<file path="src/rtl/pipe_ctrl_pkg.sv">
// Shared types and constants for the IF/ID pipeline sequencer (package mips_pkg).
// Holds the PC mux encoding, MDU op classes, FSM states and the load-use hazard helper.
package mips_pkg;

  localparam int MDU_CNT_W = 6;

  typedef enum logic [1:0] {
    PC_SEQ    = 2'd0,
    PC_BRANCH = 2'd1,
    PC_EXC    = 2'd2
  } pc_sel_e;

  typedef enum logic [1:0] {
    MDU_NONE = 2'd0,
    MDU_MULT = 2'd1,
    MDU_DIV  = 2'd2,
    MDU_MFHL = 2'd3
  } mdu_op_e;

  typedef enum logic [1:0] {
    ST_RUN          = 2'd0,
    ST_EXC_FLUSH    = 2'd1,
    ST_EXC_REDIRECT = 2'd2
  } pipe_state_e;

  // Register 0 is hardwired to zero, so a load targeting it can never create a hazard.
  function automatic logic load_use_hazard(
    input logic       ex_mem_read,
    input logic [4:0] ex_rt,
    input logic [4:0] id_rs,
    input logic [4:0] id_rt,
    input logic       id_uses_rt
  );
    return ex_mem_read && (ex_rt != 5'd0) &&
           ((ex_rt == id_rs) || (id_uses_rt && (ex_rt == id_rt)));
  endfunction

endpackage

</file>
<file path="src/rtl/pipe_ctrl_mdu_timer.sv">
// Multiply/divide busy timer: loads a cycle count, decrements to zero and saturates there.
// busy is high whenever the count is non-zero.
module mdu_timer
  import mips_pkg::*;
(
  input  logic                 clk,
  input  logic                 rst_n,
  input  logic                 load,
  input  logic [MDU_CNT_W-1:0] load_val,
  output logic                 busy
);

  logic [MDU_CNT_W-1:0] cnt_q;
  logic [MDU_CNT_W-1:0] cnt_d;

  always_comb begin
    cnt_d = cnt_q;
    if (load) begin
      cnt_d = load_val;
    end else if (cnt_q != '0) begin
      cnt_d = cnt_q - 1'b1;
    end
  end

  always_ff @(posedge clk) begin
    if (!rst_n) begin
      cnt_q <= '0;
    end else begin
      cnt_q <= cnt_d;
    end
  end

  assign busy = (cnt_q != '0);

endmodule

</file>
<file path="src/rtl/pipe_ctrl.sv">
// IF/ID pipeline sequencer: load-use and MDU stalls, branch flushes, two-cycle exception entry.
// Optional macro PIPE_CTRL_STALL_CNT_EN adds a 32-bit stall_cycles counter output.
module pipe_ctrl
  import mips_pkg::*;
#(
  parameter int MULT_CYCLES = 12,
  parameter int DIV_CYCLES  = 35
) (
  input  logic        clk,
  input  logic        rst_n,
  input  logic [4:0]  id_rs,
  input  logic [4:0]  id_rt,
  input  logic        id_uses_rt,
  input  logic [1:0]  id_mdu_op,
  input  logic        ex_mem_read,
  input  logic [4:0]  ex_rt,
  input  logic        ex_branch_taken,
  input  logic        except,
  output logic        pc_we,
  output logic        ifid_we,
  output logic        ifid_flush,
  output logic        idex_flush,
  output logic [1:0]  pc_sel,
`ifdef PIPE_CTRL_STALL_CNT_EN
  output logic [31:0] stall_cycles,
`endif
  output logic        epc_we,
  output logic        mdu_busy
);

  localparam logic [MDU_CNT_W-1:0] MULT_LOAD = MDU_CNT_W'(MULT_CYCLES - 1);
  localparam logic [MDU_CNT_W-1:0] DIV_LOAD  = MDU_CNT_W'(DIV_CYCLES - 1);

  pipe_state_e          state_q;
  pipe_state_e          state_d;
  pc_sel_e              pc_sel_d;
  mdu_op_e              id_op;
  logic                 load_use;
  logic                 mdu_hazard;
  logic                 timer_busy;
  logic                 mdu_load;
  logic [MDU_CNT_W-1:0] mdu_load_val;

  assign id_op      = mdu_op_e'(id_mdu_op);
  assign load_use   = load_use_hazard(ex_mem_read, ex_rt, id_rs, id_rt, id_uses_rt);
  assign mdu_hazard = timer_busy && (id_op != MDU_NONE);

  always_comb begin
    state_d      = state_q;
    pc_we        = 1'b1;
    ifid_we      = 1'b1;
    ifid_flush   = 1'b0;
    idex_flush   = 1'b0;
    pc_sel_d     = PC_SEQ;
    epc_we       = 1'b0;
    mdu_load     = 1'b0;
    mdu_load_val = '0;
    if (!rst_n) begin
      pc_we      = 1'b0;
      ifid_we    = 1'b0;
      ifid_flush = 1'b1;
      idex_flush = 1'b1;
      state_d    = ST_RUN;
    end else begin
      unique case (state_q)
        ST_RUN: begin
          if (except) begin
            epc_we     = 1'b1;
            ifid_flush = 1'b1;
            idex_flush = 1'b1;
            pc_we      = 1'b0;
            state_d    = ST_EXC_FLUSH;
          end else if (ex_branch_taken) begin
            pc_sel_d   = PC_BRANCH;
            ifid_flush = 1'b1;
            idex_flush = 1'b1;
          end else if (load_use || mdu_hazard) begin
            pc_we      = 1'b0;
            ifid_we    = 1'b0;
            idex_flush = 1'b1;
          end else if (id_op == MDU_MULT) begin
            mdu_load     = 1'b1;
            mdu_load_val = MULT_LOAD;
          end else if (id_op == MDU_DIV) begin
            mdu_load     = 1'b1;
            mdu_load_val = DIV_LOAD;
          end
        end
        // Exception and branch requests arriving during entry are dropped.
        ST_EXC_FLUSH: begin
          pc_we      = 1'b0;
          ifid_flush = 1'b1;
          idex_flush = 1'b1;
          state_d    = ST_EXC_REDIRECT;
        end
        ST_EXC_REDIRECT: begin
          pc_sel_d   = PC_EXC;
          ifid_flush = 1'b1;
          state_d    = ST_RUN;
        end
        default: begin
          state_d = ST_RUN;
        end
      endcase
    end
  end

  always_ff @(posedge clk) begin
    if (!rst_n) begin
      state_q <= ST_RUN;
    end else begin
      state_q <= state_d;
    end
  end

  mdu_timer u_mdu_timer (
    .clk      (clk),
    .rst_n    (rst_n),
    .load     (mdu_load),
    .load_val (mdu_load_val),
    .busy     (timer_busy)
  );

  assign pc_sel   = pc_sel_d;
  assign mdu_busy = rst_n && timer_busy;

`ifdef PIPE_CTRL_STALL_CNT_EN
  logic [31:0] stall_cycles_q;
  logic [31:0] stall_cycles_d;

  always_comb begin
    stall_cycles_d = stall_cycles_q;
    if (!pc_we) begin
      stall_cycles_d = stall_cycles_q + 32'd1;
    end
  end

  always_ff @(posedge clk) begin
    if (!rst_n) begin
      stall_cycles_q <= '0;
    end else begin
      stall_cycles_q <= stall_cycles_d;
    end
  end

  assign stall_cycles = stall_cycles_q;
`endif

endmodule

</file>
<file path="config.mk">
export PLATFORM = sky130hd
export DESIGN_NAME = pipe_ctrl
export DESIGN_NICKNAME = d
export VERILOG_FILES = /design/src/rtl/pipe_ctrl_pkg.sv /design/src/rtl/pipe_ctrl_mdu_timer.sv /design/src/rtl/pipe_ctrl.sv
export SDC_FILE = /design/constraint.sdc
export NUM_CORES = 1
export LEC_CHECK = 0
export ABC_AREA = 0
export CORE_MARGIN = 8
export CORE_UTILIZATION = 42
export CTS_CLUSTER_DIAMETER = 50
export CTS_CLUSTER_SIZE = 10
export DETAILED_ROUTE_END_ITERATION = 6
export PLACE_DENSITY = 0.78
export SYNTH_ARGS = -nofsm -noshare
export SYNTH_HDL_FRONTEND = slang
export SYNTH_SLANG_ARGS = --single-unit
</file>
<file path="constraint.sdc">
create_clock -name clk -period 2.35 [get_ports clk]
set_input_delay 0.47 -clock clk [delete_from_list [all_inputs] [get_ports clk]]
set_output_delay 0.47 -clock clk [all_outputs]
set_load 0.02 [all_outputs]
</file>
==> flow_metrics.tcl, run 1 <==
set metrics [dict create \
    hold_depth 2 \
    cts_buffer_depth 2 \
    period_needed_ps 2300 \
    worstSetupStartpointType "input port" \
    required_ps 1880 \
    worstMarginPinSlew_ps 266 \
    hold_start "state_q[0]" \
    finalSetupTns_ps 0 \
    dp_slack_ps -708 \
    grt_pass1_wl_microns 4080 \
    antenna_found_initial 0 \
    diodes 0 \
    drc_errors 0 \
    drive_gt1_share_pct 32.9 \
    fmax_mhz 436 \
    place_inst 171 \
    hp-class "flip-flop to flip-flop" \
    hold_end "state_q[0]" \
    dieArea_sq_um 3460 \
    drt-initial-drc-count 16 \
    final_cell_mix "31 x buf_4, 11 x xor2_1, 9 x inv_1, 9 x ha_1, 9 x dlygate4sd2_1" \
    wirelength_microns 2380 \
    wl_per_cell_microns 13.2 \
    max_stage_delay_ps 450 \
    finalHoldViolCount 0 \
    vias 860 \
    die_y_microns 58.8 \
    arrival_ps 1830 \
    ys_dominant_reg_cell "dfxtp_1" \
    gp_congestion 0.858 \
    io_pins 31 \
    yosys_warnings 0 \
    reg2reg_setup_slack_ps 660 \
    p_leak_uw 0.000718 \
    cts_buffers 3 \
    cp_top_family "compound AO/OA/AOI/OAI gates" \
    synth_compound_area_share_pct 13.8 \
    placement_rows 15 \
    r2r-start "u_mdu_timer.cnt_q[1]" \
    grt-ovfl-total 0 \
    holdWs_ps 519 \
    cts_tree "done" \
    syn_area_sq_um 769 \
    worst-path-buf-inv 2 \
    reg2reg_depth 7 \
    synth_top_area_share_pct 20.8 \
    fin_crit_sh_pct 97.7 \
    fin_cells 180 \
    route.antenna.remaining_nets 0 \
    yosys-top-cells-area "dfxtp_1 21%, ha_1 15%, xor2_1 13%, mux2i_1 5.2%, inv_1 4.4%" \
    syn_inst 93 \
    drv_slew 0 \
    root_buffer "clkbuf_4" \
    die_w_microns 58.8 \
    critical_path_class "input port to primary output" \
    finalSetupViolations 0 \
    core_sq_um 1730 \
    ys_async_sr_fraction_pct 0 \
    critical_path.max_fanout 3 \
    final_common_cell "buf_4" \
    maxCapViolCount 0 \
    nets 189 \
    crit_chain "clkdlybuf4s15_1, or4_4, o21ai_4, o22ai_4, o31ai_2, buf_4" \
    initial_utilization_pct 44.6 \
    reg2reg_to "u_mdu_timer.cnt_q[3]" \
    track_usage_pct 15.1 \
    fill_cells 122 \
    avgSynthCellArea_sq_um 8.27 \
    slowest_stage "or4_4" \
    hold_buffers 0 \
    cp-end-kind "primary output" \
    grt_max_degree 8 \
    max-slew-margin-rel_pct 82.2 \
    clk_transition_reported_paths_ps 50 \
    synth_mux_area_share_pct 6.67 \
    dp_hpwl_microns 1890 \
    synthXorXnorAreaFrac_pct 15.9 \
    peakVddDrop_v 0.000353 \
    synth_top_family_by_area "simple AND/OR/NAND/NOR gates" \
    grt_pass1_vias 959 \
    via_per_inst 4.78 \
    timing.final.ws_setup_ps 54.5 \
    synthDistinctLibCells 32 \
    synth_nets 125 \
    drtPass1Iterations 4 \
    yosys.area_share.adder_pct 14.6 \
    worstSkewPairLatency_ps 240 \
    skew_ps 4.55 \
    p_per_area_nw_per_um2 712 \
    cts_num_sinks 8 \
    syn2layout_area_growth_pct 78.4 \
    synth-edff-count 0 \
    port_buffers 30 \
    ys_seq_elements 8 \
    synthSimpleGateAreaFrac_pct 23.3 \
    ys_seq_area_share_pct 20.8 \
    status "completed" \
    yosys.area.top_type "dfxtp_1" \
    h-tree-depth 1 \
]
-- power by group --
part           switching (uW)  internal, uW  total, uW
clock network            41.5          58.1       99.6
registers                42.9           188        231
logic                     311           337        648
total                     395           583        978
-- synth_stat cells, drive strengths merged (2+ instances only) --
cell,number
nor2,9
nand2,8
xnor2,3
ha,9
nand3,2
xor2,11
dfxtp,8
inv,9
nor3,5
o21ai,4
mux2i,4
nand2b,3
a21oi,2
-- flip-flops by register name, summed over array words and instances (netlist names) --
name and cells:
state_q 2, u_mdu_timer.cnt_q 6
-- stage by stage --
stage | utilization (%) | power (uW) | cell area [sq um]
after detailed placement | 74.0 | 859 | 1280
after global routing | 79.5 | 1080 | 1370
after floorplan | - | 601 | 769
final | 79.5 | 978 | 1370
after global placement | 74.0 | 830 | 1280
after CTS | 77.0 | 959 | 1330
-- worst max-delay path by stage --
stage	start	end	slack, ps	cells after the start
final	ex_rt[4]	pc_we	50	6
after global routing	except	ifid_flush	-30	6
after CTS	id_rs[0]	pc_we	-30	7
after detailed placement	ex_rt[1]	pc_we	-710	6
after global placement	ex_rt[2]	pc_we	-660	6
after floorplan	ex_rt[1]	ifid_we	130	4
-- per-layer routing --
layer  up-vias  global-route usage (%)  wire length [microns]
li1        443                       -                      -
met1       393                    17.1                   1050
met2        22                    25.5                   1160
met3         2                    4.13                    135
met4         0                    6.48                     24
met5         -                       0                      0
-- layout make-up --
cell class	instances	area (sq um)	share of cell area (%)
Clock buffer	3	22.5	1.64
Inverter	9	33.8	2.46
Multi-Input combinational cell	75	611	44.5
Sequential cell	8	160	11.7
Tap cell	25	31.3	2.28
Timing Repair Buffer	60	514	37.5
-- cell families after synthesis --
kind of cell | Yosys count
xor gates and xnor gates | 14
buffers and inverters | 10
muxes | 5
and+or+nand+nor | 34
AOI/OAI and AO/OA | 13
adders and majority gates | 9
DFF | 8
-- worst reg2reg max path: cells and delay by family (launching register included) --
family / cells / cell delay (ps)
adder cells (fa/ha/maj): 1 / 200
multiplexers: 1 / 230
buffers and inverters: 2 / 240
AND/OR/NAND/NOR: 1 / 210
flip-flops: 1 / 350
AO/OA/AOI/OAI: 2 / 370
-- timing repair --
item,CTS,global route
gates resized for setup,35,17
pin swaps,8,11
setup endpoints to repair,7,8
buffers inserted,5,1
Note: power is estimated with default switching activity, not from simulation.
==> inputs of run 2 (changes only) <==
- HOLD_SLACK_MARGIN: not set -> 0.02
==> results of run 2 <==
The final DEF is identical to that of run 1; final timing and power are the same.
==> inputs of run 3 (changes only) <==
- REMOVE_ABC_BUFFERS: not set -> 1
==> run 3 against run 2 <==
The flow now finishes with violations (negative setup slack). Via count increased by 5.2%. Clock power increased by 8%. Die area unchanged. Power increased by 0.39%. Hold slack improved by 1.8 ps. First-iteration DRC count increased by 56%. Fmax decreased by 2.9%. Sequential power about the same. Flip-flop and latch count unchanged. Final cell count decreased by 1.1%. Critical path type unchanged. Largest cell class unchanged.
==> flow_metrics.tcl, run 3 (same netlist as run 1, synthesis figures left out) <==
set metrics [dict create \
    fmax_mhz 423 \
    max_stage_delay_ps 280 \
    route.antenna.remaining_nets 0 \
    fin_crit_sh_pct 101 \
    grt_pass1_vias 969 \
    p_per_area_nw_per_um2 727 \
    maxCapViolCount 0 \
    diodes 0 \
    gp_congestion 0.797 \
    h-tree-depth 1 \
    r2r-start "u_mdu_timer.cnt_q[2]" \
    cts_buffers 3 \
    worstSetupStartpointType "input port" \
    via_per_inst 5.08 \
    skew_ps 6.81 \
    cts_buffer_depth 2 \
    status "finished, violations left" \
    drive_gt1_share_pct 33.3 \
    placement_rows 15 \
    crit_chain "clkdlybuf4s15_2, buf_4, xor2_1, nor3_1, a32oi_2, o22ai_4, o22a_1, buf_6" \
    cts_tree "done" \
    cts_num_sinks 8 \
    initial_utilization_pct 44.6 \
    vias 905 \
    drtPass1Iterations 4 \
    critical_path.max_fanout 3 \
    peakVddDrop_v 0.000370 \
    root_buffer "clkbuf_4" \
    die_y_microns 58.8 \
    dp_hpwl_microns 1910 \
    finalSetupViolations 1 \
    grt_pass1_wl_microns 4150 \
    arrival_ps 1890 \
    timing.final.ws_setup_ps -15.0 \
    dieArea_sq_um 3460 \
    total_power_uw 982 \
    critical_path_class "input port to primary output" \
    worstMarginPinSlew_ps 298 \
    largest-register "u_mdu_timer.cnt_q" \
    hp-class "flip-flop to flip-flop" \
    hold_start "state_q[0]" \
    setup.worst_path.start "ex_rt[2]" \
    p_leak_uw 0.000671 \
    drv_slew 0 \
    period_needed_ps 2360 \
    worst-path-buf-inv 3 \
    die_w_microns 58.8 \
    nets 187 \
    largest_reg_flops 6 \
    max-slew-margin-rel_pct 80.0 \
    core_sq_um 1730 \
    port_buffers 30 \
    antenna_found_initial 0 \
    fill_cells 139 \
    final_common_cell "buf_4" \
    worstSkewPairLatency_ps 260 \
    grt-ovfl-total 0 \
    drc_errors 0 \
    dp_slack_ps -680 \
    fin_util_pct 78.3 \
    drt-initial-drc-count 25 \
    finalSetupTns_ps -15.0 \
    holdWs_ps 521 \
    wirelength_microns 2540 \
    syn2layout_area_growth_pct 75.6 \
    final_cell_mix "29 x buf_4, 11 x dlygate4sd2_1, 10 x xor2_1" \
    cp_top_family "compound AO/OA/AOI/OAI gates" \
    grt_max_degree 8 \
    finalHoldViolCount 0 \
    violations "negative setup slack" \
    slowest_stage "nor3_1" \
    reg_top3 "u_mdu_timer.cnt_q x6, state_q x2" \
    cp-end-kind "primary output" \
    io_pins 31 \
    track_usage_pct 15.4 \
    clk_transition_reported_paths_ps 50 \
    required_ps 1880 \
    wl_per_cell_microns 14.3 \
]
## run 3: cell types whose count changed in the layout (fill, tap and decap cells not counted)
cell             change
xor2_2               +1
dlymetal6s2s_1       -5
xor2_1               -1
clkdlybuf4s15_2      +1
dlygate4sd2_1        +2
buf_4                -2
clkdlybuf4s15_1      +2
## run 3: final timing paths
path | cells past startpoint | endpoint | slack [ps]
setup / recovery | 8 | idex_flush | -10
hold / removal | 2 | state_q[0] | 520
setup reg to reg | 6 | u_mdu_timer.cnt_q[5] | 660
hold reg to reg | 2 | state_q[0] | 520
## run 3: worst min-delay path: cells and delay by family (launching register included)
kind	cells	cell delay (ps)
DFF	1	330
and+or+nand+nor	2	150
## run 3: cell type report
cell class | instances | area (sq um) | area share [%]
tap | 25 | 31.3 | 2.31
timing repair buffer | 58 | 485 | 35.9
multi-input combinational | 75 | 618 | 45.7
sequential | 8 | 160 | 11.9
inverter | 9 | 33.8 | 2.50
clock buffer | 3 | 22.5 | 1.67
## run 3: report_power, final
part / leakage [uW] / switching [uW] / internal (uW)
Combinational: 0.000591 / 308 / 334
Sequential: 0.0000661 / 43.7 / 188
Clock: 0.0000138 / 49.6 / 58.6
## run 3: through the flow
| stage | cell area, sq um | instances |
|---|---|---|
| finish | 1350 | 178 |
| global route | 1350 | 178 |
| CTS | 1310 | 176 |
| detailed placement | 1280 | 172 |
| global placement | 1280 | 172 |
| floorplan | 766 | 92 |
## run 3: what timing repair did
| item | 4_1_cts | 5_1_grt |
|---|---|---|
| setup buffers | 1 | 2 |
| endpoints found under the setup margin | 7 | 4 |
| pin swaps | 16 | 7 |
| resized for setup | 45 | 12 |
| hold buffers | 0 | 0 |
## run 3: layer usage
metal  GRT usage (%)  part of all wire, %  vias to the layer above
li1                -                    -                      437
met1            18.1                   44                      418
met2            25.5                   49                       40
met3            2.61                  3.7                       10
met4            8.87                  3.3                        0
met5               0                    0                        -
